**src/rtl/mem_read_streamer.sv**
```systemverilog
// Burst read initiator for a 1R1W memory: issues one read address per cycle,
// absorbs the 1-cycle read latency and streams words out through a 2-entry buffer.
module mem_read_streamer #(
    parameter int ADDR_WIDTH = 5,
    parameter int DATA_WIDTH = 64
) (
    input  logic                  clock,
    input  logic                  reset,
    input  logic                  cmd_valid,
    output logic                  cmd_ready,
    input  logic [ADDR_WIDTH-1:0] cmd_base,
    input  logic [ADDR_WIDTH:0]   cmd_len,
    output logic [ADDR_WIDTH-1:0] raddr,
    input  logic [DATA_WIDTH-1:0] rdata,
    output logic                  out_valid,
    input  logic                  out_ready,
    output logic [DATA_WIDTH-1:0] out_data,
    output logic                  out_last,
    output logic                  done
);

    typedef enum logic [1:0] {
        IDLE,
        RUN,
        DRAIN
    } state_e;

    localparam logic [ADDR_WIDTH:0] LEN_ONE = (ADDR_WIDTH+1)'(1);

    state_e                state_q, state_d;
    logic [ADDR_WIDTH-1:0] addr_q, addr_d;
    logic [ADDR_WIDTH:0]   remain_q, remain_d;
    logic                  inflight_q, inflight_d;
    logic                  inflightLast_q, inflightLast_d;
    logic                  done_q, done_d;
    logic [1:0]            occ_q, occ_d;
    logic [DATA_WIDTH-1:0] fifoData_q [2];
    logic [1:0]            fifoLast_q;
    logic                  wrPtr_q, rdPtr_q;

    logic cmdFire, issue, push, pop, popLast, lastIssue;

    always_ff @(posedge clock or negedge reset) begin
        if (!reset) begin
            state_q <= IDLE;
        end else begin
            state_q <= state_d;
        end
    end

    always_comb begin
        state_d = state_q;
        case (state_q)
            IDLE:    if (cmdFire && cmd_len != '0) state_d = RUN;
            RUN:     if (lastIssue) state_d = DRAIN;
            DRAIN:   if (popLast) state_d = IDLE;
            default: state_d = IDLE;
        endcase
    end

    // A read may issue only if the word it returns is guaranteed a buffer slot.
    always_comb begin
        cmd_ready = (state_q == IDLE);
        out_valid = (occ_q != 2'd0);
        out_data  = fifoData_q[rdPtr_q];
        out_last  = out_valid && fifoLast_q[rdPtr_q];
        raddr     = addr_q;
        done      = done_q;
        cmdFire   = cmd_valid && cmd_ready;
        pop       = out_valid && out_ready;
        popLast   = pop && fifoLast_q[rdPtr_q];
        push      = inflight_q;
        issue     = (state_q == RUN) &&
                    (({1'b0, occ_q} + {2'b00, inflight_q}) < (3'd2 + {2'b00, pop}));
        lastIssue = issue && (remain_q == LEN_ONE);
    end

    always_comb begin
        addr_d   = addr_q;
        remain_d = remain_q;
        if (cmdFire) begin
            addr_d   = cmd_base;
            remain_d = cmd_len;
        end else if (issue) begin
            addr_d   = addr_q + ADDR_WIDTH'(1);
            remain_d = remain_q - LEN_ONE;
        end
        inflight_d     = issue;
        inflightLast_d = lastIssue;
        done_d         = (cmdFire && cmd_len == '0) || popLast;
        occ_d          = occ_q + {1'b0, push} - {1'b0, pop};
    end

    always_ff @(posedge clock or negedge reset) begin
        if (!reset) begin
            addr_q         <= '0;
            remain_q       <= '0;
            inflight_q     <= 1'b0;
            inflightLast_q <= 1'b0;
            done_q         <= 1'b0;
            occ_q          <= 2'd0;
        end else begin
            addr_q         <= addr_d;
            remain_q       <= remain_d;
            inflight_q     <= inflight_d;
            inflightLast_q <= inflightLast_d;
            done_q         <= done_d;
            occ_q          <= occ_d;
        end
    end

    // The word read last cycle lands in the buffer now, with its end-of-burst tag.
    always_ff @(posedge clock or negedge reset) begin
        if (!reset) begin
            for (int i = 0; i < 2; i++) begin
                fifoData_q[i] <= '0;
            end
            fifoLast_q <= 2'b00;
            wrPtr_q    <= 1'b0;
            rdPtr_q    <= 1'b0;
        end else begin
            if (push) begin
                fifoData_q[wrPtr_q] <= rdata;
                fifoLast_q[wrPtr_q] <= inflightLast_q;
                wrPtr_q             <= ~wrPtr_q;
            end
            if (pop) begin
                rdPtr_q <= ~rdPtr_q;
            end
        end
    end

endmodule
```
**config.mk**
```make
export PLATFORM = sky130hd
export DESIGN_NAME = mem_read_streamer
export DESIGN_NICKNAME = d
export VERILOG_FILES = /design/src/rtl/mem_read_streamer.sv
export SDC_FILE = /design/constraint.sdc
export NUM_CORES = 1
export LEC_CHECK = 0
export BUFFER_PORTS_ARGS = -buffer_cell sky130_fd_sc_hd__buf_2
export CAP_MARGIN = 20
export CORE_MARGIN = 4
export CORE_UTILIZATION = 30
export CTS_BUF_LIST = sky130_fd_sc_hd__clkbuf_2 sky130_fd_sc_hd__clkbuf_4 sky130_fd_sc_hd__clkbuf_8
export DETAILED_ROUTE_END_ITERATION = 6
export SYNTH_ARGS = -nofsm -noshare
export SYNTH_HDL_FRONTEND = slang
export SYNTH_SLANG_ARGS = --single-unit
```
**constraint.sdc**
```tcl
create_clock -name clock -period 3 [get_ports clock]
set_clock_uncertainty 0.15 [all_clocks]
set_input_delay 0.3 -clock clock [delete_from_list [all_inputs] [get_ports clock]]
set_output_delay 0.3 -clock clock [all_outputs]
set_load 0.05 [all_outputs]
```
==> qor.csv <==
metric,value,unit
largest net degree at the start of global routing,71,
"commonest non-fill, non-tap cell in the layout",mux2_2,
worst-case vdd ir drop,0.000347,V
"area leader, netlist",dfrtp_1,
CTS tree,built,
Mapped Nets,549,
Post-CTS Resized,0,
fin crit share,74.6,%
Worst Hold Class,input port to flip-flop,
Synth area leaders,"dfrtp_1 (56%), mux2_2 (33%), ha_1 (1.3%)",
GRT overflow,0,
end of the critical path,out_data[34],
RSZ-0062 raised after global routing,false,
Gate Count Post-Synth,463,
Crit. End Element,output pin,
post-synthesis xor/xnor area fraction,0.525,%
initial DRC count,125,
Pwr Total,5920,µW
status,"finished, final reports clean",
Pleak,0.00436,µW
library cells used by synthesis,36,
max-cap violations,0,
routability cong.,0.822,
commonest register cell after synthesis,dfrtp_1,
Die Wd,157,µm
setup violators final,0,
Required @ worst endpoint,2.55,ns
worst slew pin tran,0.976,ns
CTS sink cnt,150,
r2r setup slk,0.87,ns
FMAX,447,MHz
warnings from Yosys,0,
First-pass DRT Iterations,4,
Post-synth EDFFs,0,
Multi-input gate area,2780,µm²
reg2reg end,remain_q[4],
cts bufs inserted,17,
H-tree Lvls,4,
Row Count,54,
full die area,24700,µm²
Worst slew margin,34.9,%
GRT met1 Usage,15.5,%
Skew-Pair Late Insertion Delay,0.43,ns
Total Routing Usage GR,12.5,%
area grow syn2layout,33.7,%
syn avg cell area,14.4,µm²
worst path arrival time,1.79,ns
reg2reg path depth,6,
Compound-Gate Fraction of Synth Area,3.60,%
I/O Buffers,151,
register area,3750,µm²
P per Cell Area,663,nW/µm²
origin of the worst setup path,rdPtr_q,
Final Hold Viols,0,
R2R Path Start,inflight_q,
first-pass GRT wire length,24900,µm
hold_ws,0.0588,ns
"Async S/R FF share, synth",100,%
root buffer cell,clkbuf_8,
CP max FO,66,
vias per inst,4.63,
antenna-violating nets left,0,
"flops & latches, synth",150,
Layout fillers,2040,
met2 layer usage reported by global route,21.6,%
total number of vias,4551,
initial antenna violation count,0,
Synth Area in Adders,1.31,%
multiplexer area fraction after synthesis,32.9,%
# DRC,0,
postcts setup bufs,0,
# IOs,152,
diode count,0,
Cells after DPL,875,
slowest library cell on the worst path,mux2_2,
DP HPWL,9820,µm
Worst Setup Start Kind,flip-flop,
crit path kind,flip-flop to output pin,
gr busiest metal,met2,
share of post-route cells with drive strength above 1,56.0,%
crit-path cells,buf_12 -> mux2_2 -> buf_2,
core area,21800,µm²
Die H,157,µm
wire length per cell,15.2,µm
Final TNS setup,0,ns
Clock transition at path regs,0.08,ns
vias in the first global route,5077,
Period minus WS final,2.24,ns
main combinational cell family by area after synthesis,multiplexers,
post-synth top area share,56.3,%
Nets,775,
Slew Limit Fails,0,
most frequent cells in the layout,"mux2_2 (194), buf_2 (150), dfrtp_1 (149)",
cell area after synthesis,6670,µm²
fin cells,982,
drt total wl,15000,µm
sequential area share after synthesis,56.3,%
Simple-Gate Fraction of Synth Area,3.15,%
max incr delay on CP,0.39,ns
GR Layer Usage met3,3.30,%
hold buffers post-CTS,75,
Max Buffers Root-to-Sink,2,
initial core utilization,30.6,%
-- logic make-up after synthesis --
| group | after synthesis |
|---|---|
| buf+inv | 34 |
| xor+xnor | 4 |
| mux | 195 |
| compound gates | 29 |
| fa+ha+maj | 7 |
| flops | 150 |
| simple gates | 44 |
-- cell usage after synthesis (2+ instances only) --
library cell / number
nor4_1: 3
nand3_1: 6
buf_2: 15
a31o_2: 2
xnor2_1: 3
o21ai_2: 2
a31oi_1: 2
o211ai_1: 2
o221a_2: 3
nand4_1: 2
inv_1: 10
a211oi_1: 7
o21ai_0: 2
clkbuf_1: 9
a311oi_1: 2
nand2_1: 9
dfrtp_1: 150
o31ai_1: 2
nor2_1: 15
mux2_2: 194
ha_1: 7
nor3_1: 2
-- worst min-delay path by stage --
stage / startpoint / depth (start not counted) / endpoint
after floorplan: reset / 0 / done
after global placement: reset / 1 / fifoData_q[117]
after detailed placement: reset / 1 / fifoData_q[53]
after CTS: cmd_len[3] / 4 / done
after global routing: cmd_len[3] / 3 / remain_q[3]
final: cmd_len[3] / 4 / done
-- metal layers --
metal / wire, µm / share of wire, %
met3: 610 / 4.1
met4: 178 / 1.2
met2: 7690 / 51
met1: 6490 / 43
met5: 0 / 0
-- critical path, delay by kind of cell (launching register included) --
| family | cells | cell delay, ns |
|---|---|---|
| mux | 1 | 0.39 |
| flops | 1 | 0.37 |
| buf+inv | 2 | 0.55 |
-- stage by stage --
step / cell area [µm²] / util, % / setup slack [ns]
global route: 8920 / 40.9 / 0.588
floorplan: 6670 / - / 0.859
finish: 8920 / 40.9 / 0.762
global placement: 7750 / 35.5 / 0.929
CTS: 8920 / 40.9 / 0.692
detailed placement: 7750 / 35.5 / 0.901
-- cell type report --
cell class | instances | share of cell area [%]
Sequential cell | 150 | 42.1
Multi-Input combinational cell | 279 | 31.2
Timing Repair Buffer | 231 | 17.7
Tap cell | 280 | 3.93
Clock buffer | 20 | 2.95
Clock inverter | 12 | 1.71
Inverter | 10 | 0.421
-- where the power goes --
part | internal [µW] | switching, µW | leakage [µW]
registers | 2090 | 45.1 | 0.00191
clock network | 864 | 759 | 0.000214
logic | 702 | 1460 | 0.00223
total | 3650 | 2260 | 0.00436
-- state kept, by name (all words and copies together), names as in the netlist, 2 cells and up --
signal / count
fifoData_q: 128
occ_q: 2
remain_q: 6
state_q: 2
fifoLast_q: 2
raddr: 5
No activity file was read; power rests on OpenSTA's default activity.
